### config.mk
export PLATFORM = sky130hd
export DESIGN_NAME = gpio_irq_flat
export DESIGN_NICKNAME = d
export VERILOG_FILES = /design/src/rtl/gpio_pkg.sv /design/src/rtl/apb_if.sv /design/src/rtl/gpio_sync.sv /design/src/rtl/gpio_irq.sv /design/src/flat_wrapper.sv
export SDC_FILE = /design/constraint.sdc
export NUM_CORES = 1
export LEC_CHECK = 0
export ABC_AREA = 1
export CELL_PAD_IN_SITES_DETAIL_PLACEMENT = 1
export CELL_PAD_IN_SITES_GLOBAL_PLACEMENT = 1
export CORE_ASPECT_RATIO = 1.5
export CORE_MARGIN = 8
export CORE_UTILIZATION = 44
export DETAILED_ROUTE_END_ITERATION = 10
export GPL_TIMING_DRIVEN = 1
export MAX_ROUTING_LAYER = met4
export PLACE_DENSITY_LB_ADDON = 0.1
export SLEW_MARGIN = 0
export SYNTH_ARGS = -nofsm -noshare
export SYNTH_HDL_FRONTEND = slang
export SYNTH_SLANG_ARGS = --single-unit
### constraint.sdc
create_clock -name clk -period 2.5 [get_ports clk]
set_input_delay 0.375 -clock clk [delete_from_list [all_inputs] [get_ports clk]]
set_output_delay 0.375 -clock clk [all_outputs]
set_load 0.1 [all_outputs]
### src/rtl/gpio_pkg.sv
// Shared register map and interrupt-type encoding for the GPIO block.
package gpio_pkg;

  localparam logic [7:0] OFF_OUT      = 8'h00;
  localparam logic [7:0] OFF_OE       = 8'h04;
  localparam logic [7:0] OFF_IN       = 8'h08;
  localparam logic [7:0] OFF_OUT_SET  = 8'h0C;
  localparam logic [7:0] OFF_OUT_CLR  = 8'h10;
  localparam logic [7:0] OFF_IRQ_EN   = 8'h14;
  localparam logic [7:0] OFF_IRQ_TYPE = 8'h18;
  localparam logic [7:0] OFF_IRQ_POL  = 8'h1C;
  localparam logic [7:0] OFF_IRQ_STAT = 8'h20;

  // Per-pin interrupt trigger type as stored in IRQ_TYPE.
  typedef enum logic {
    LEVEL = 1'b0,
    EDGE  = 1'b1
  } reg_type_e;

endpackage

### src/rtl/apb_if.sv
// APB3 bus bundle, 32-bit address and data.
interface apb_if;
  logic        psel;
  logic        penable;
  logic [31:0] paddr;
  logic        pwrite;
  logic [31:0] pwdata;
  logic [31:0] prdata;
  logic        pready;
  logic        pslverr;

  modport slave  (input  psel, penable, paddr, pwrite, pwdata,
                  output prdata, pready, pslverr);
  modport master (output psel, penable, paddr, pwrite, pwdata,
                  input  prdata, pready, pslverr);
endinterface

### src/rtl/gpio_sync.sv
// Multi-flop synchroniser for asynchronous pin inputs.
module gpio_sync #(
  parameter int WIDTH  = 32,
  parameter int STAGES = 2
) (
  input  logic             clk,
  input  logic             arstn,
  input  logic [WIDTH-1:0] din,
  output logic [WIDTH-1:0] dout
);

  logic [STAGES-1:0][WIDTH-1:0] ff;

  // Shift the pin values through the flop chain.
  always_ff @(posedge clk or negedge arstn) begin
    if (!arstn) begin
      ff <= '0;
    end else begin
      ff[0] <= din;
      for (int i = 1; i < STAGES; i++) ff[i] <= ff[i-1];
    end
  end

  assign dout = ff[STAGES-1];

endmodule

### src/rtl/gpio_irq.sv
// GPIO block with APB3 register access and per-pin edge/level interrupts.
module gpio_irq
  import gpio_pkg::*;
#(
  parameter int GPIO_WIDTH  = 32,
  parameter int SYNC_STAGES = 2
) (
  input  logic                  clk,
  input  logic                  arstn,
  apb_if.slave                  apb_in,
  input  logic [GPIO_WIDTH-1:0] gpio_in,
  output logic [GPIO_WIDTH-1:0] gpio_out,
  output logic [GPIO_WIDTH-1:0] gpio_en,
  output logic                  irq
);

  logic [GPIO_WIDTH-1:0] out_q, oe_q, en_q, type_q, pol_q, stat_q;
  logic [GPIO_WIDTH-1:0] sync, sync_prev;
  logic [GPIO_WIDTH-1:0] wdata, rsel, clr, set_cond, edge_hit, lvl_hit;
  logic [31:0]           rd32;
  logic [7:0]            addr;
  logic                  access, addr_ok, wr;
  logic                  unused_bits;

  gpio_sync #(.WIDTH(GPIO_WIDTH), .STAGES(SYNC_STAGES)) u_sync (
    .clk   (clk),
    .arstn (arstn),
    .din   (gpio_in),
    .dout  (sync)
  );

  assign addr        = apb_in.paddr[7:0];
  assign wdata       = apb_in.pwdata[GPIO_WIDTH-1:0];
  assign access      = apb_in.psel & apb_in.penable;
  assign wr          = access & apb_in.pwrite & addr_ok;
  assign unused_bits = ^{apb_in.paddr[31:8], apb_in.pwdata};

  // Address decode and read mux; write-only and unmapped offsets read 0.
  always_comb begin
    addr_ok = 1'b1;
    rsel    = '0;
    case (addr)
      OFF_OUT:      rsel = out_q;
      OFF_OE:       rsel = oe_q;
      OFF_IN:       rsel = sync;
      OFF_OUT_SET,
      OFF_OUT_CLR:  rsel = '0;
      OFF_IRQ_EN:   rsel = en_q;
      OFF_IRQ_TYPE: rsel = type_q;
      OFF_IRQ_POL:  rsel = pol_q;
      OFF_IRQ_STAT: rsel = stat_q;
      default:      addr_ok = 1'b0;
    endcase
    rd32                 = '0;
    rd32[GPIO_WIDTH-1:0] = rsel;
  end

  // Zero-wait-state response; reset forces a quiet bus.
  assign apb_in.pready  = access;
  assign apb_in.prdata  = (arstn && access) ? rd32 : '0;
  assign apb_in.pslverr = arstn & access & ~addr_ok;

  // Output and configuration registers.
  always_ff @(posedge clk or negedge arstn) begin
    if (!arstn) begin
      out_q  <= '0;
      oe_q   <= '0;
      en_q   <= '0;
      type_q <= '0;
      pol_q  <= '0;
    end else if (wr) begin
      case (addr)
        OFF_OUT:      out_q  <= wdata;
        OFF_OUT_SET:  out_q  <= out_q | wdata;
        OFF_OUT_CLR:  out_q  <= out_q & ~wdata;
        OFF_OE:       oe_q   <= wdata;
        OFF_IRQ_EN:   en_q   <= wdata;
        OFF_IRQ_TYPE: type_q <= wdata;
        OFF_IRQ_POL:  pol_q  <= wdata;
        default: ;
      endcase
    end
  end

  assign edge_hit = (pol_q & sync & ~sync_prev) | (~pol_q & ~sync & sync_prev);
  assign lvl_hit  = ~(sync ^ pol_q);
  assign clr      = (wr && addr == OFF_IRQ_STAT) ? wdata : '0;

  for (genvar i = 0; i < GPIO_WIDTH; i++) begin : g_cond
    assign set_cond[i] = en_q[i] &
      ((reg_type_e'(type_q[i]) == EDGE) ? edge_hit[i] : lvl_hit[i]);
  end

  // Delayed sync copy for edges; status bits are W1C with set priority.
  always_ff @(posedge clk or negedge arstn) begin
    if (!arstn) begin
      sync_prev <= '0;
      stat_q    <= '0;
    end else begin
      sync_prev <= sync;
      stat_q    <= (stat_q & ~clr) | set_cond;
    end
  end

  assign gpio_out = out_q;
  assign gpio_en  = oe_q;
  assign irq      = |(stat_q & en_q);

endmodule

### src/flat_wrapper.sv
// flat-port wrapper written by rule: the top's interface ports become plain ports
module gpio_irq_flat import gpio_pkg::*;
#(
  parameter int GPIO_WIDTH  = 32,
  parameter int SYNC_STAGES = 2
)
  (clk, arstn, gpio_in, gpio_out, gpio_en, irq, apb_in_psel, apb_in_penable, apb_in_paddr, apb_in_pwrite, apb_in_pwdata, apb_in_prdata, apb_in_pready, apb_in_pslverr);
  apb_if apb_in_i ();
  input  logic clk;
  input  logic arstn;
  input  logic [GPIO_WIDTH-1:0] gpio_in;
  output logic [GPIO_WIDTH-1:0] gpio_out;
  output logic [GPIO_WIDTH-1:0] gpio_en;
  output logic irq;
  input wire logic [$bits(apb_in_i.psel)-1:0] apb_in_psel;
  input wire logic [$bits(apb_in_i.penable)-1:0] apb_in_penable;
  input wire logic [$bits(apb_in_i.paddr)-1:0] apb_in_paddr;
  input wire logic [$bits(apb_in_i.pwrite)-1:0] apb_in_pwrite;
  input wire logic [$bits(apb_in_i.pwdata)-1:0] apb_in_pwdata;
  output wire logic [$bits(apb_in_i.prdata)-1:0] apb_in_prdata;
  output wire logic [$bits(apb_in_i.pready)-1:0] apb_in_pready;
  output wire logic [$bits(apb_in_i.pslverr)-1:0] apb_in_pslverr;
  assign apb_in_i.psel = apb_in_psel;
  assign apb_in_i.penable = apb_in_penable;
  assign apb_in_i.paddr = apb_in_paddr;
  assign apb_in_i.pwrite = apb_in_pwrite;
  assign apb_in_i.pwdata = apb_in_pwdata;
  assign apb_in_prdata = apb_in_i.prdata;
  assign apb_in_pready = apb_in_i.pready;
  assign apb_in_pslverr = apb_in_i.pslverr;
  gpio_irq #(.GPIO_WIDTH(GPIO_WIDTH), .SYNC_STAGES(SYNC_STAGES)) u_core (.clk(clk), .arstn(arstn), .apb_in(apb_in_i), .gpio_in(gpio_in), .gpio_out(gpio_out), .gpio_en(gpio_en), .irq(irq));
endmodule
---- After elaboration in Yosys (flattened, before gate mapping) ----
Cells that the tools add are included.
word-level totals
  register bits after elaboration ......... 288
  word-level logic and storage cells ...... 120
operators by class
  equality and inequality tests ........... 8
  multiplexer cells ....................... 37
  bitwise logic cells ..................... 55
  reductions and logical operators ........ 11
operators with widths
  operator            count
  $and 32x32->32      7
  $pmux 32 s7         1
  $not 32->32         6
  $or 32x32->32       3
  $pmux 32 s3         1
  $mux 32             2
  $and 1x1->1         37
  $mux 1              33
  $eq 8x5->1 const B  4
  $reduce_or 32->1    1
  $xor 32x32->32      1
  $eq 8x4->1 const B  2
  $reduce_and 2->1    5
  $reduce_or 9->1     1
  $eq 8x3->1 const B  1
  $eq 8x6->1 const B  1
  $logic_not 8->1     1
  $reduce_bool 3->1   1
  $logic_and 1x1->1   2
  $not 1->1           1

---- Logic depth before layout (Yosys ltp) ----
  depth in word-level cells ............... 9
  depth in mapped cells ................... 12
  mapped depth without buffers ............ 10

---- By module ----
Synthesis repeated with hierarchy kept, for this count alone.
unflattened totals
  cell total of the unflattened synthesis .. 1595
  area, all modules ....................... 14441.4 um^2
by module, submodules not included
  module     times used  cells each  area each (um^2)
  gpio_irq   1           1499        12599.6
  gpio_sync  1           96          1841.8

---- Least setup slack after synthesis ----
OpenSTA, ideal clock, no wires.
  path kind ............................... input-to-output
  start ................................... input port apb_in_psel
  end ..................................... output port apb_in_prdata[11]
  arrival ................................. 3139 ps
  data required time ...................... 2125 ps
  setup slack ............................. -1014 ps
  cell stages on the path ................. 5
  buffers on the path ..................... 1
  cell sequence ........................... nand2_1 > inv_1 > nand3_1 > buf_2 > a21oi_1
on the way
  longest elaborated chain between the ends .. 3
RTL lines
  element             RTL line            source
  start: declaration  flat_wrapper.sv:15  input wire logic [$bits(apb_in_i.psel)-1:0] apb_in_psel;
  $and 1x1->1         gpio_irq.sv:34      assign access = apb_in.psel & apb_in.penable;
  net apb_in_pready   flat_wrapper.sv:21  output wire logic [$bits(apb_in_i.pready)-1:0] apb_in_pready;
  $logic_and 1x1->1   gpio_irq.sv:60      assign apb_in.prdata = (arstn && access) ? rd32 : '0;
  $mux 32             gpio_irq.sv:60
  end: declaration    flat_wrapper.sv:20  output wire logic [$bits(apb_in_i.prdata)-1:0] apb_in_prdata;
The timed path passes the listed nets, and every way through them passes these cells.

---- Worst setup path after layout ----
  start ................................... register u_core.en_q[1]
  end ..................................... output port irq
on the way
  longest elaborated chain between the ends .. 2
RTL lines
  element                   RTL line            source
  start: declaration        gpio_irq.sv:17      logic [GPIO_WIDTH-1:0] out_q, oe_q, en_q, type_q, pol_q, stat_q;
  start signal: assignment  gpio_irq.sv:77      OFF_IRQ_EN: en_q <= wdata;
  $and 32x32->32            gpio_irq.sv:107     assign irq = |(stat_q & en_q);
  $reduce_or 32->1          gpio_irq.sv:107
  end: declaration          flat_wrapper.sv:14  output logic irq;
No other way between the ends.

==> results.json <==
{
  "first_pass_iters": 5,
  "power.switching_mw": 2.32,
  "cp_common_cell": "nand4_1",
  "worst_r2r_endpoint": "u_core.stat_q[0]",
  "slew_viol_final": 0,
  "slew_headroom_pct": 38.7,
  "fin_worst_skew_ns": 0.00917,
  "worstPathArrival_ns": 2.11,
  "synth_edf_count": 0,
  "p_leak_nw": 8.43,
  "antenna_found_initial": 0,
  "final_cell_area_um2": 18700,
  "critPathMaxFanout": 4,
  "routed_wl_mm": 49.5,
  "syn_to_final_growth_pct": 34.6,
  "grt_max_degree": 151,
  "rrSetupSlack_ns": 1.29,
  "clk_path_buf_depth": 3,
  "setup_ws_ns": 0.0190,
  "numPlacedInstances": 2237,
  "endpoint_kind": "output port",
  "post-dp-hpwl_mm": 34.3,
  "p_clk_share_pct": 46.4,
  "multi_input_area_um2": 6050,
  "cp.depth": 5,
  "cts_tree": "yes",
  "die_w_um": 161,
  "path_cells": "nand2_1, nand4_1, nor3_2, nand4_1, buf_12",
  "syn_area_um2": 13900,
  "yosysUniqueCellTypes": 28,
  "cp_top_family": "simple AND/OR/NAND/NOR gates",
  "gp_congestion": 0.852,
  "ys.flop_type": "dfrtp_1",
  "fill_cells": 3608,
  "cts_max_level": 1,
  "hold_viol_final": 0,
  "vias_per_cell": 5.55,
  "fin_crit_ns": 2.48,
  "num_rows": 79,
  "cp_num_buf_inv": 1,
  "max_freq_mhz": 403,
  "die_y_um": 233,
  "powerDensity_nw_per_um2": 533,
  "ys_seq_area_share_pct": 52.0,
  "grt_usage_pct": 27.1,
  "final-setup-viol-count": 0,
  "diodes": 0,
  "cp.required_ns": 2.12,
  "timing.rr.start": "u_core.u_sync.dout[0]",
  "dieArea_um2": 37600,
  "cap_violations": 0,
  "dpl-instance-area_um2": 17300,
  "drtIter0Drc": 666,
  "reg2reg_depth": 6,
  "yosys_warnings": 0,
  "p_seq_share_pct": 48.2,
  "min_path_type": "in -> reg",
  "num_vias": 12800,
  "critPathLaunch": "u_core.en_q[1]",
  "cts-root-buf": "clkbuf_16",
  "cts.sinks": 288,
  "critical_path_class": "reg -> out",
  "ys_seq_elements": 288,
  "finalNetCount": 2049,
  "overflow": 0,
  "drive_above_1_share_pct": 17.7,
  "insertion_delay_ns": 0.58,
  "detail-route-antenna-nets": 0,
  "async_flop_share_pct": 100,
  "startpoint_type": "flip-flop",
  "grt_pass1_wl_mm": 78.4,
  "p_total_mw": 9.95,
  "io_pins": 200,
  "post-route-drc-count": 0,
  "worst_slew_pin_slew_ns": 0.920,
  "core_region_area_um2": 31000,
  "final-seq-area_um2": 7210,
  "synthCells": 1648,
  "stdcell_count": 2310,
  "cts_buffers": 30,
  "synth.avg_cell_area_um2": 8.42,
  "pwr-share-comb_pct": 5.4,
  "slowest_stage": "dfrtp_1",
  "synthesis.nets": 1813,
  "vdd_ir_drop_max_mv": 0.598,
  "wl_per_cell_um": 21.4,
  "setup_tns_ns": 0,
  "p_int_mw": 7.63,
  "status": "complete, no violations",
  "clkTransAtPathRegs_ns": 0.06,
  "slowest_delay_ns": 0.41,
  "grt_pass1_vias": 14300,
  "netSwitchingFraction_pct": 23.3,
  "place_ws_ns": -0.388,
  "finalCritPeriodShare_pct": 99.2,
  "portBuffers": 175,
  "initial_core_util_pct": 44.7,
  "endpoint": "irq"
}
==> flip-flops by register name, summed over array words and instances, names as in the netlist <==
signal              cells
u_core.sync_prev       32
u_core.en_q            32
u_core.u_sync.dout     32
u_core.stat_q          32
u_core.gpio_en         32
u_core.gpio_out        32
u_core.pol_q           32
u_core.type_q          32
u_core.u_sync.ff       32
==> cell usage in the layout, fill, tap and decap left out, types with 5 or more instances in the layout <==
cell,count
o22ai_1,32
inv_2,11
buf_4,126
o21ai_0,157
nand3_1,68
clkdlybuf4s50_1,67
inv_1,193
nand2_4,6
nand2_1,384
nor2_1,35
nand2_2,8
clkbuf_1,7
a21oi_1,93
clkbuf_16,31
nand4_1,35
nor2_4,12
buf_12,67
ha_1,64
a21oi_4,32
o21ai_1,138
nand3_4,5
clkbuf_2,5
dfrtp_1,288
clkbuf_8,8
==> cell families (layout without fill, tap and decap cells) <==
family          after synthesis  count (layout)  synth area share (%)
compound gates              457             457                  16.8
fa+ha+maj                    64              64                  5.77
buf+inv                     278             535                  8.18
flops                       288             288                  52.0
simple gates                561             561                  17.2
==> through the flow <==
stage	hold WS (ns)	utilization, %
after floorplan	0.0794	-
after global placement	0.245	55.8
after detailed placement	0.247	55.8
after CTS	0.210	59.8
after global routing	0.224	60.1
final	0.230	60.1
==> worst min path at each step <==
stage	startpoint	to	slack [ns]	depth (start not counted)
2_1_floorplan	arstn	u_core.en_q[0]	0.08	0
3_3_place_gp	arstn	u_core.u_sync.ff[31]	0.24	1
3_5_place_dp	arstn	u_core.gpio_en[31]	0.25	1
4_1_cts	gpio_in[23]	u_core.u_sync.ff[23]	0.21	1
5_1_grt	gpio_in[12]	u_core.u_sync.ff[12]	0.22	1
6_report	gpio_in[8]	u_core.u_sync.ff[8]	0.23	1
==> synthesized netlist by cell type (2+ instances only) <==
cell	n	area (µm²)
inv_2	4	15.0
o22ai_1	33	206
o21ai_0	167	836
nand2_2	3	18.8
buf_4	14	105
nor2_1	42	158
nor3_1	3	15.0
a21oi_1	127	636
nand4_1	35	219
ha_1	64	801
nand2_1	394	1480
o21ai_1	128	641
clkinv_1	2	7.51
nand3_1	69	345
buf_2	25	125
nand3_4	4	70.1
buf_1	6	22.5
dfrtp_1	288	7210
nor2_2	6	37.5
inv_1	201	754
nand3_2	2	20.0
clkbuf_1	25	93.8
==> power groups by stage <==
| stage | registers, mW | logic [mW] | clock network, mW |
|---|---|---|---|
| after floorplan | 4.87 | 0.158 | 0 |
| after CTS | 4.80 | 0.540 | 4.70 |
| after detailed placement | 4.88 | 0.523 | 0 |
| after global placement | 4.88 | 0.507 | 0 |
| after global routing | 4.80 | 0.592 | 4.85 |
| final | 4.80 | 0.538 | 4.62 |
==> per-layer routing <==
metal | part of all wire, % | GRT usage, % | vias up | routed length, µm
li1 | - | - | 5887 | -
met1 | 38 | 28.5 | 6495 | 18600
met2 | 54 | 50.5 | 316 | 26900
met3 | 3.8 | 3.40 | 128 | 1900
met4 | 4.2 | 11.3 | 0 | 2070
met5 | 0 | - | - | 0
==> layout make-up <==
cell class,count,share of cell area (%)
repair buffers,275,16.7
flip-flops and latches,288,38.6
clock inverters,7,0.483
multi-input cells,1082,32.4
clock buffers,46,4.89
inverters,207,4.21
well taps,405,2.72
==> repair_timing <==
action	4_1_cts	5_1_grt
gates resized for setup	46	35
hold buffers	1	0
buffers inserted	9	9
pin swaps	10	21
endpoints found under the hold margin	35	0
setup endpoints to repair	34	33
gates cloned	1	0
Power figures use the tool's default switching activity.
